`src/rtl/sp_pkg.sv`:
```
// Shared widths for the processor datapath.
package sp_pkg;
    parameter int unsigned ADDR_WIDTH = 32;
    parameter int unsigned DATA_WIDTH = 32;
endpackage

```
`src/rtl/fetch_queue.sv`:
```
// Instruction fetch queue: in-order FIFO of {pc, instruction} pairs between fetch and decode.
// Flush discards every entry on the next edge; stored words are never cleared, only hidden by count.
module fetch_queue #(
    parameter int unsigned DEPTH      = 4,
    parameter int unsigned ADDR_WIDTH = sp_pkg::ADDR_WIDTH,
    parameter int unsigned DATA_WIDTH = sp_pkg::DATA_WIDTH
) (
    input  logic                         clk_i,
    input  logic                         arst_ni,
    input  logic                         flush_i,
    input  logic                         in_valid_i,
    input  logic [ADDR_WIDTH-1:0]        in_pc_i,
    input  logic [DATA_WIDTH-1:0]        in_instr_i,
    output logic                         in_ready_o,
    output logic                         out_valid_o,
    output logic [ADDR_WIDTH-1:0]        out_pc_o,
    output logic [DATA_WIDTH-1:0]        out_instr_o,
    input  logic                         out_ready_i,
    output logic [$clog2(DEPTH+1)-1:0]   count_o,
    output logic                         full_o,
    output logic                         empty_o
);

    localparam int unsigned PTR_W = $clog2(DEPTH);
    localparam int unsigned CNT_W = $clog2(DEPTH+1);
    localparam logic [CNT_W-1:0] DEPTH_C = CNT_W'(DEPTH);

    typedef struct packed {
        logic [ADDR_WIDTH-1:0] pc;
        logic [DATA_WIDTH-1:0] instr;
    } entry_t;

    entry_t           mem_q [DEPTH];
    entry_t           mem_d [DEPTH];
    entry_t           head;
    logic [PTR_W-1:0] wr_ptr_q, wr_ptr_d;
    logic [PTR_W-1:0] rd_ptr_q, rd_ptr_d;
    logic [CNT_W-1:0] count_q, count_d;
    logic             push, pop;

    // Handshake flags depend only on registered count, so out_ready_i never reaches in_ready_o.
    assign in_ready_o  = (count_q < DEPTH_C);
    assign out_valid_o = (count_q != '0);
    assign full_o      = (count_q == DEPTH_C);
    assign empty_o     = (count_q == '0);
    assign count_o     = count_q;

    assign push = in_valid_i && in_ready_o;
    assign pop  = out_valid_o && out_ready_i;

    always_comb begin
        wr_ptr_d = wr_ptr_q;
        rd_ptr_d = rd_ptr_q;
        count_d  = count_q;
        if (flush_i) begin
            wr_ptr_d = '0;
            rd_ptr_d = '0;
            count_d  = '0;
        end else begin
            // DEPTH is a power of two, so pointer overflow is the wrap to 0.
            if (push) wr_ptr_d = wr_ptr_q + 1'b1;
            if (pop)  rd_ptr_d = rd_ptr_q + 1'b1;
            unique case ({push, pop})
                2'b10:   count_d = count_q + 1'b1;
                2'b01:   count_d = count_q - 1'b1;
                default: count_d = count_q;
            endcase
        end
    end

    always_comb begin
        mem_d = mem_q;
        if (push) begin
            mem_d[wr_ptr_q] = '{pc: in_pc_i, instr: in_instr_i};
        end
    end

    always_ff @(posedge clk_i or negedge arst_ni) begin
        if (!arst_ni) begin
            wr_ptr_q <= '0;
            rd_ptr_q <= '0;
            count_q  <= '0;
        end else begin
            wr_ptr_q <= wr_ptr_d;
            rd_ptr_q <= rd_ptr_d;
            count_q  <= count_d;
        end
    end

    always_ff @(posedge clk_i) begin
        mem_q <= mem_d;
    end

    assign head        = mem_q[rd_ptr_q];
    assign out_pc_o    = out_valid_o ? head.pc    : '0;
    assign out_instr_o = out_valid_o ? head.instr : '0;

endmodule
```
`config.mk`:
```
export PLATFORM = sky130hd
export DESIGN_NAME = fetch_queue
export DESIGN_NICKNAME = d
export VERILOG_FILES = /design/src/rtl/sp_pkg.sv /design/src/rtl/fetch_queue.sv
export SDC_FILE = /design/constraint.sdc
export NUM_CORES = 1
export LEC_CHECK = 0
export ABC_AREA = 1
export CORE_MARGIN = 3
export CORE_UTILIZATION = 49
export DETAILED_ROUTE_END_ITERATION = 8
export PLACE_DENSITY_LB_ADDON = 0.08
export SYNTH_ARGS = -nofsm -noshare
export SYNTH_HDL_FRONTEND = slang
export SYNTH_SLANG_ARGS = --single-unit
```
`constraint.sdc`:
```
create_clock -name clk_i -period 3.9 [get_ports clk_i]
set_input_delay 0.78 -clock clk_i [delete_from_list [all_inputs] [get_ports clk_i]]
set_output_delay 0.78 -clock clk_i [all_outputs]
set_load 0.01 [all_outputs]
```
==> impl_metrics.ini, run 1 <==
[cells_and_area]
fin_cells = 1240
utilization_pct = 63.49
drive_gt1_share_pct = 6.495
areaGrowthSynthToFinish_pct = 25.94
finalNetCount = 1024
diodes = 0

[setup_path]
cp.required_ns = 3.12
endpoint_kind = output port
path_common_cell = buf_12
slowest_delay_ns = 0.61
crit_type = reg -> out
critPathArrivalTime_ns = 2.73
crit_slowest_cell = clkdlybuf4s50_1
cp_cell_sequence = buf_12 > inv_2 > buf_12 > nor2_1 > o21ai_0 > a21oi_1 > clkdlybuf4s50_1
crit_fanout = 65
startpoint_type = flip-flop

[clock_tree]
path_clk_slew_ns = 0.06
ctsRootBufferMaster = clkbuf_16
clock_path_buffers = 3
htreeDepth = 1
postCtsSetupRepairBufs = 0
holdBufCountCts = 0
numCtsBuffers = 27
post_cts_resized = 0
cts_sinks = 263
clk_latency_ns = 0.52
cts_tree = done

[sta]
setup-violations-final = 0
finalHoldViolations = 0
worst_slew_pin_slew_ns = 0.6142
fin_worst_skew_ns = 0.01645
fin_crit_sh_pct = 90.04
hold_slack_ns = 0.5287
slew_violations = 0
maxSlewHeadroom_pct = 59.05
tns_ns = 0
fmaxAchievable_ghz = 0.2848
rsz0062_at_grt = false
min_period_ns = 3.511

[global_route]
gr-usage-all-layers_pct = 20.52
grt_max_degree = 130
grt_overflow_total = 0
grt_pass1_vias = 6813
antenna_found_initial = 1
grt_pass1_wl_microns = 36420

[power]
leakagePower_nw = 4.443
p_comb_share_pct = 30.7
p_switching_mw = 2.596
ir_drop_uv = 394.1
sw_frac_of_total_pct = 29.70
p_per_area_nw_per_um2 = 671.6
power_frac_seq_pct = 39.0
clock_power_share_pct = 30.3
p_int_mw = 6.143

[synth]
synth_area_leaders = edfxtp_1 74%, nor2_1 9.6%, o21ai_0 6.1%, a21oi_1 3.1%, dfrtp_1 1.7%
synth_top_family_by_area = simple AND/OR/NAND/NOR gates
synthAdderAreaFrac_pct = 0.6781
synth_edf_count = 256
synth-xor-area-share_pct = 0.08477
async_flop_share_pct = 2.662
synth_top_cell_by_area = edfxtp_1
synth_flop_cell = edfxtp_1
syn_inst = 817
synth-simple-area-share_pct = 10.46
synth_top_area_share_pct = 74.40
synth_compound_area_share_pct = 9.627
syn_nets = 891
synth-seq-cells = 263
syn_avg_cell_area_sq_um = 12.65
synth_area_sq_um = 10330
yosys_warnings = 0
ys_top_cells_by_count = 264 x nor2_1, 256 x edfxtp_1, 125 x o21ai_0
yosysMostFrequentCell = nor2_1
ys_seq_area_share_pct = 76.10
yosysUniqueCellTypes = 21
muxShareOfSynthArea_pct = 0

[floorplan]
die_x_microns = 151.2
boundaryPins = 140
die_area_sq_um = 22860
start_util_pct = 50.42
row_count = 52
core_area_sq_um = 20490
die_h_microns = 151.2

[placement]
port_buffers = 139
globalplace.congestion = 0.8154
placedCellCount = 1191
dp_hpwl_microns = 12880

[routing]
routedWlPerCell_microns = 18.81
totalWireLength_microns = 23320
ant_nets = 0
routed_via_density = 5.365
drt_iter0_markers = 389
drt-pass1-iter-count = 5
vias = 6652
drc_errors = 0

[hold_path]
hold_path.class = in -> async

[run]
max_cap_viol_count = 0

[outcome]
outcome = finished clean
==> flip-flops by register name (all words and copies together) (netlist names) <==
| register | cells |
|---|---|
| mem_q | 256 |
| count_o | 3 |
| rd_ptr_q | 2 |
| wr_ptr_q | 2 |
==> cells in the final DEF, fill, tap and decap left out, types with 4 or more instances in the layout <==
| cell type | synthesis | layout |
|---|---|---|
| clkbuf_16 | 0 | 27 |
| edfxtp_1 | 256 | 256 |
| inv_1 | 15 | 13 |
| clkinv_1 | 0 | 4 |
| a21oi_1 | 65 | 65 |
| clkinv_2 | 0 | 4 |
| nand2_1 | 11 | 11 |
| nor2_4 | 0 | 4 |
| dfrtp_1 | 7 | 5 |
| buf_12 | 0 | 11 |
| clkdlybuf4s50_1 | 0 | 139 |
| o21ai_0 | 125 | 125 |
| bufinv_16 | 0 | 5 |
| nor2_1 | 264 | 260 |
| ha_1 | 4 | 4 |
| nand3_1 | 6 | 6 |
| o21ai_1 | 7 | 7 |
| clkbuf_1 | 17 | 7 |
==> routing by layer <==
layer,track usage (%),routed length [microns],vias up
met1,27.84,9908,3254
met2,34.83,11640,197
met5,0,13,-
met4,5.530,437,2
li1,-,-,3158
met3,3.142,1321,41
==> worst max-delay path: cells and delay by family, from the launching register on <==
family,cells,cell delay (ns)
AOI/OAI and AO/OA,2,0.37
DFF,1,0.37
buffers and inverters,4,1.32
and+or+nand+nor,1,0.12
==> power groups by stage <==
stage | combinational [mW] | clock, mW | sequential [mW]
finish | 2.68 | 2.65 | 3.41
global route | 2.94 | 2.81 | 3.43
CTS | 2.71 | 2.69 | 3.41
detailed placement | 2.69 | 0 | 3.47
global placement | 2.67 | 0 | 3.46
floorplan | 1.34 | 0 | 3.48
==> area by class of cell <==
class | instances | area (sq um)
Sequential cell | 263 | 7868
Fill cell | 1573 | 7482
Tap cell | 270 | 337.8
Timing Repair Buffer | 153 | 1634
Multi-Input combinational cell | 488 | 2185
Clock buffer | 37 | 743.2
Inverter | 17 | 65.06
Clock inverter | 12 | 180.2
==> stage by stage <==
stage | power, mW | worst slack [ns] | instance area (sq um)
6_report | 8.739 | 0.3886 | 13010
2_1_floorplan | 4.820 | -0.2045 | 10330
4_1_cts | 8.817 | 0.3807 | 13010
3_5_place_dp | 6.159 | 0.9583 | 12090
3_3_place_gp | 6.128 | 0.9947 | 12090
5_1_grt | 9.172 | 0.2367 | 13010
==> worst paths after layout <==
check                             from             end  slack, ns  cells after the start
max                        rd_ptr_q[1]  out_instr_o[3]       0.39                      7
min                            arst_ni     wr_ptr_q[0]       0.53                      1
min reg2reg                 count_o[2]      count_o[2]       0.60                      2
max reg2reg                 count_o[2]       mem_q[89]       1.84                      4
max in group asynchronous      arst_ni     rd_ptr_q[0]       3.08                      1
min in group clk_i          count_o[2]      count_o[2]       0.60                      2
==> cell families (layout without fill, tap and decap cells) <==
group	after synthesis	count (layout)
and+or+nand+nor	284	284
buffers and inverters	66	219
xor gates and xnor gates	1	1
AOI/OAI and AO/OA	198	198
DFF	263	263
adders and majority gates	5	5
(Power assumes the default switching activity.)
==> run 2: changes to the inputs <==
--- a/config.mk
+++ b/config.mk
@@ -10,6 +10,7 @@
 export CORE_UTILIZATION = 49
 export DETAILED_ROUTE_END_ITERATION = 8
 export PLACE_DENSITY_LB_ADDON = 0.08
+export RECOVER_POWER = 100
 export SYNTH_ARGS = -nofsm -noshare
 export SYNTH_HDL_FRONTEND = slang
 export SYNTH_SLANG_ARGS = --single-unit
==> run 2 against run 1 <==
Effect of this change: critical path depth shrank 1; clock skew about the same; wire length about the same; worst setup slack worse by 0.13 ns; die area stayed put; sequential share of layout area up 0.64 points; global-route usage unchanged; sequential power is essentially flat; worst hold slack gained 0.062 ns; non-clock buffer count unchanged; register-to-register slack worse by 1.1 ns; first-iteration DRC count grew 17%; critical path type unchanged; largest cell class unchanged.
==> impl_metrics.ini, run 2 (synthesis gave the netlist of run 1 again) <==
[outcome]
outcome = finished clean

[routing]
drt-pass1-iter-count = 4
drc_errors = 0
drt_iter0_markers = 457
totalWireLength_microns = 23340
routed_via_density = 5.374
routedWlPerCell_microns = 18.79
vias = 6674
ant_nets = 0

[sta]
min_period_ns = 3.644
fin_worst_skew_ns = 0.01636
worst_slew_pin_slew_ns = 1.466
finalHoldViolations = 0
fmaxAchievable_ghz = 0.2744
slew_violations = 0
rsz0062_at_grt = false
setup-violations-final = 0
maxSlewHeadroom_pct = 1.933
fin_crit_sh_pct = 93.45

[clock_tree]
path_clk_slew_ns = 0.06
cts_tree = done
numCtsBuffers = 27
clock_path_buffers = 3
post_cts_resized = 0
cts_sinks = 263
postCtsSetupRepairBufs = 0
clk_latency_ns = 0.52
holdBufCountCts = 0
htreeDepth = 1
ctsRootBufferMaster = clkbuf_16

[setup_path]
cp.required_ns = 3.12
critPathArrivalTime_ns = 2.86
startpoint_type = flip-flop
endpoint_kind = output port
cp_cell_sequence = nor2_1 > nand2_1 > inv_2 > clkbuf_4 > a21oi_1 > dlygate4sd3_1
startpoint = count_o[0]
crit_type = reg -> out
crit_slowest_cell = clkbuf_4
crit_fanout = 65
r2r-start = wr_ptr_q[0]
slowest_delay_ns = 0.75

[cells_and_area]
postLayoutCellArea_sq_um = 12880
utilization_pct = 62.83
drive_gt1_share_pct = 5.773
areaGrowthSynthToFinish_pct = 24.62
largest_register = mem_q
final_cell_mix = 264 x nor2_1, 256 x edfxtp_1, 125 x o21ai_0, 102 x dlygate4sd3_1, 66 x a21oi_1
finalNetCount = 1024
nFillCells = 1593
final_common_cell = nor2_1
fin_cells = 1242
largest_register_ffs = 256

[global_route]
gr-usage-all-layers_pct = 20.52
grt_overflow_total = 0
grt_max_degree = 130
grt_pass1_wl_microns = 36420
antenna_found_initial = 4
grt_pass1_vias = 6813

[floorplan]
core_area_sq_um = 20490
die_x_microns = 151.2
die_area_sq_um = 22860
die_h_microns = 151.2
row_count = 52
boundaryPins = 140
start_util_pct = 50.42

[placement]
placedCellCount = 1191
globalplace.congestion = 0.8154
dp_hpwl_microns = 12880
port_buffers = 139
placed_area_sq_um = 12090

[power]
ir_drop_uv = 418.6
p_per_area_nw_per_um2 = 667.1
leakagePower_nw = 4.507

[hold_path]
hold_path.class = reg -> reg
hold_start = count_o[2]

[run]
max_cap_viol_count = 0
## run 2: changes by cell type in the layout (fill, tap and decap cells not counted), sizes merged
cell / before / now
buf: 14 / 5
dlygate4sd3: 0 / 102
clkbuf: 37 / 46
diode: 0 / 2
clkdlybuf4s50: 139 / 37
## run 2: area by class of cell
class	instances	area [sq um]	share of cell area [%]
timing repair buffer	153	1526	11.85
inverter	17	65.06	0.5053
clock inverter	12	180.2	1.399
tap	270	337.8	2.624
antenna	2	5.005	0.03887
sequential	263	7868	61.10
clock buffer	37	743.2	5.772
multi-input combinational	488	2151	16.70
## run 2: stage by stage
stage | setup WS, ns | hold WS, ns | setup TNS [ns] | total power [mW]
finish | 0.2556 | 0.5904 | 0 | 8.590
global route | 0.1203 | 0.6167 | 0 | 9.021
CTS | 0.3807 | 0.5198 | 0 | 8.817
detailed placement | 0.9583 | 0.5809 | 0 | 6.159
global placement | 0.9947 | 0.5633 | 0 | 6.128
floorplan | -0.2045 | 0.4844 | -52.36 | 4.820
## run 2: worst paths after layout
kind / endpoint / slack [ns] / cells past startpoint
max: out_pc_o[7] / 0.26 / 6
max in group asynchronous: rd_ptr_q[0] / 3.01 / 1
max reg2reg: mem_q[93] / 0.76 / 5
min: count_o[2] / 0.59 / 2
min reg2reg: count_o[2] / 0.59 / 2
min in group asynchronous: wr_ptr_q[0] / 0.60 / 1
## run 2: critical path: cells and delay by family, from the launching register on
kind | cells | cell delay [ns]
buffers and inverters | 3 | 1.49
and+or+nand+nor | 2 | 0.29
DFF | 1 | 0.44
AOI/OAI and AO/OA | 1 | 0.11
## run 2: power breakdown
part | total (mW) | switching [mW] | leakage [nW] | internal (mW)
logic | 2.53 | 1.52 | 1.62 | 1.01
clock network | 2.65 | 0.991 | 0.451 | 1.65
registers | 3.41 | 0.0624 | 2.44 | 3.35
## run 2: per-layer routing
metal | share of wire [%] | up-vias | global-route usage (%) | routed length (microns)
li1 | - | 3160 | - | -
met1 | 42 | 3265 | 27.84 | 9889
met2 | 49 | 202 | 34.83 | 11530
met3 | 6.2 | 43 | 3.142 | 1438
met4 | 1.9 | 4 | 5.530 | 451
met5 | 0.12 | - | 0 | 27
==> run 3: changes to the inputs <==
--- a/config.mk
+++ b/config.mk
@@ -6,7 +6,7 @@
 export NUM_CORES = 1
 export LEC_CHECK = 0
 export ABC_AREA = 1
-export CORE_MARGIN = 3
+export CORE_MARGIN = 4
 export CORE_UTILIZATION = 49
 export DETAILED_ROUTE_END_ITERATION = 8
 export PLACE_DENSITY_LB_ADDON = 0.08
==> run 3 against run 2 <==
Effect of this change: the flow now finishes with violations (max-capacitance violations, max-slew violations); sequential power grew 1%; via count is 1.1% lower; register-to-register slack gained 0.17 ns; non-clock buffer count rose by 3; sequential cell count unchanged; critical endpoint is now out_pc_o[24]; cell area is 1.0% lower; sequential share of layout area increased by 0.64 points; cell count shrank 0.16%; largest cell class unchanged; critical path depth stayed put; worst setup slack lost 0.045 ns; maximum frequency down 1.2%.
==> impl_metrics.ini, run 3 (synthesis gave the netlist of run 1 again) <==
[outcome]
outcome = finished, violations left
violations = max-capacitance violations, max-slew violations

[setup_path]
crit_slowest_cell = dfrtp_4
crit_type = reg -> out
crit_family = buffers and inverters
startpoint_type = flip-flop
slowest_delay_ns = 0.72
cp.required_ns = 3.12
critPathArrivalTime_ns = 2.91
path_common_cell = nor2_1
crit_fanout = 39
crit_buf_inv = 2
endpoint_kind = output port
cp_cell_sequence = buf_4 > nor2_1 > nor2_1 > o21ai_0 > a21oi_1 > dlygate4sd3_1

[cells_and_area]
drive_gt1_share_pct = 5.269
largest_register = mem_q
final_cell_mix = 261 x nor2_1, 256 x edfxtp_1, 125 x o21ai_0, 92 x dlygate4sd3_1, 66 x a21oi_1
final_common_cell = nor2_1
largest_register_ffs = 256
areaGrowthSynthToFinish_pct = 23.34
finalNetCount = 1027
postLayoutCellArea_sq_um = 12740

[clock_tree]
ctsRootBufferMaster = clkbuf_16
holdBufCountCts = 0
numCtsBuffers = 27
path_clk_slew_ns = 0.06
cts_sinks = 263
postCtsSetupRepairBufs = 0
cts_tree = done
post_cts_resized = 0
clk_latency_ns = 0.51
clock_path_buffers = 3
htreeDepth = 1

[run]
max_cap_viol_count = 5

[global_route]
gr-usage-all-layers_pct = 18.97
grt_pass1_vias = 6647
grt_overflow_total = 0
grt_max_degree = 79
grt_pass1_wl_microns = 35450
antenna_found_initial = 4

[floorplan]
die_h_microns = 153.2
die_x_microns = 153.2
row_count = 52
core_area_sq_um = 20490
start_util_pct = 50.42
die_area_sq_um = 23470
boundaryPins = 140

[routing]
totalWireLength_microns = 22960
drc_errors = 0
routed_via_density = 5.322
drt-pass1-iter-count = 4
drt_iter0_markers = 346
ant_nets = 0
routedWlPerCell_microns = 18.51
vias = 6599

[power]
leakagePower_nw = 4.410
ir_drop_uv = 394.3
p_per_area_nw_per_um2 = 650.1

[sta]
maxSlewHeadroom_pct = -46.22
worst_slew_pin_slew_ns = 2.193
fin_crit_sh_pct = 94.59
min_period_ns = 3.689
setup-violations-final = 0
rsz0062_at_grt = false
finalHoldViolations = 0
fmaxAchievable_ghz = 0.2711
fin_worst_skew_ns = 0.01408
slew_violations = 156
tns_ns = 0

[hold_path]
hold_path.class = reg -> reg

[placement]
placed_area_sq_um = 12010
globalplace.congestion = 0.7390
port_buffers = 139
dp_hpwl_microns = 12920
==> run 3: cell types whose count changed in the layout (fill, tap and decap cells not counted), sizes merged <==
cell,delta
buf,+4
bufinv,-4
clkbuf,-5
clkdlybuf4s50,+10
clkinv,+2
dlygate4sd3,-10
inv,+1
==> run 3: worst min-delay path, cell delays in order, from the launching register on <==
cell     delay, ns
dfrtp_1       0.39
nand3_1       0.09
nand2_1       0.06
==> run 3: routing by layer <==
| layer | vias to the layer above | global-route usage, % | wire, microns |
|---|---|---|---|
| met2 | 173 | 34.60 | 11930 |
| met1 | 3236 | 23.58 | 9397 |
| li1 | 3158 | - | - |
| met3 | 30 | 3.393 | 1240 |
| met5 | - | 0 | 12 |
| met4 | 2 | 4.455 | 377 |
==> run 3: final timing paths <==
path	start	to	slack (ns)	depth (start not counted)
min	count_o[2]	count_o[2]	0.58	2
max in group asynchronous	arst_ni	rd_ptr_q[0]	2.99	1
max	rd_ptr_q[0]	out_pc_o[24]	0.21	6
min in group asynchronous	arst_ni	wr_ptr_q[0]	0.61	1
min reg2reg	count_o[2]	count_o[2]	0.58	2
max reg2reg	count_o[2]	mem_q[240]	0.93	4
==> run 3: power by group <==
group	internal [mW]	total (mW)	switching, mW
registers	3.36	3.46	0.103
clock network	1.32	2.28	0.960
logic	1.05	2.54	1.49
total	5.73	8.29	2.56
==> run 3: cell type report <==
| cell class | count | area [sq um] |
|---|---|---|
| clock inverter | 11 | 75.07 |
| multi-input combinational | 488 | 2173 |
| clock buffer | 33 | 698.2 |
| tap | 270 | 337.8 |
| fill | 1543 | 7751 |
| inverter | 17 | 65.06 |
| sequential | 263 | 7868 |
| antenna | 2 | 5.005 |
| timing repair buffer | 156 | 1521 |
==> run 3: metrics by stage <==
step	std cells	power [mW]	setup WS [ns]	util, %	hold slack, ns
2_1_floorplan	817	4.820	-0.2045	-	0.4844
3_3_place_gp	1194	6.127	0.8314	58.61	0.5672
6_report	1240	8.285	0.2110	62.18	0.5769
3_5_place_dp	1194	6.168	0.7960	58.61	0.5711
4_1_cts	1238	8.462	0.2350	62.38	0.5314
5_1_grt	1240	8.723	0.06529	62.18	0.6005
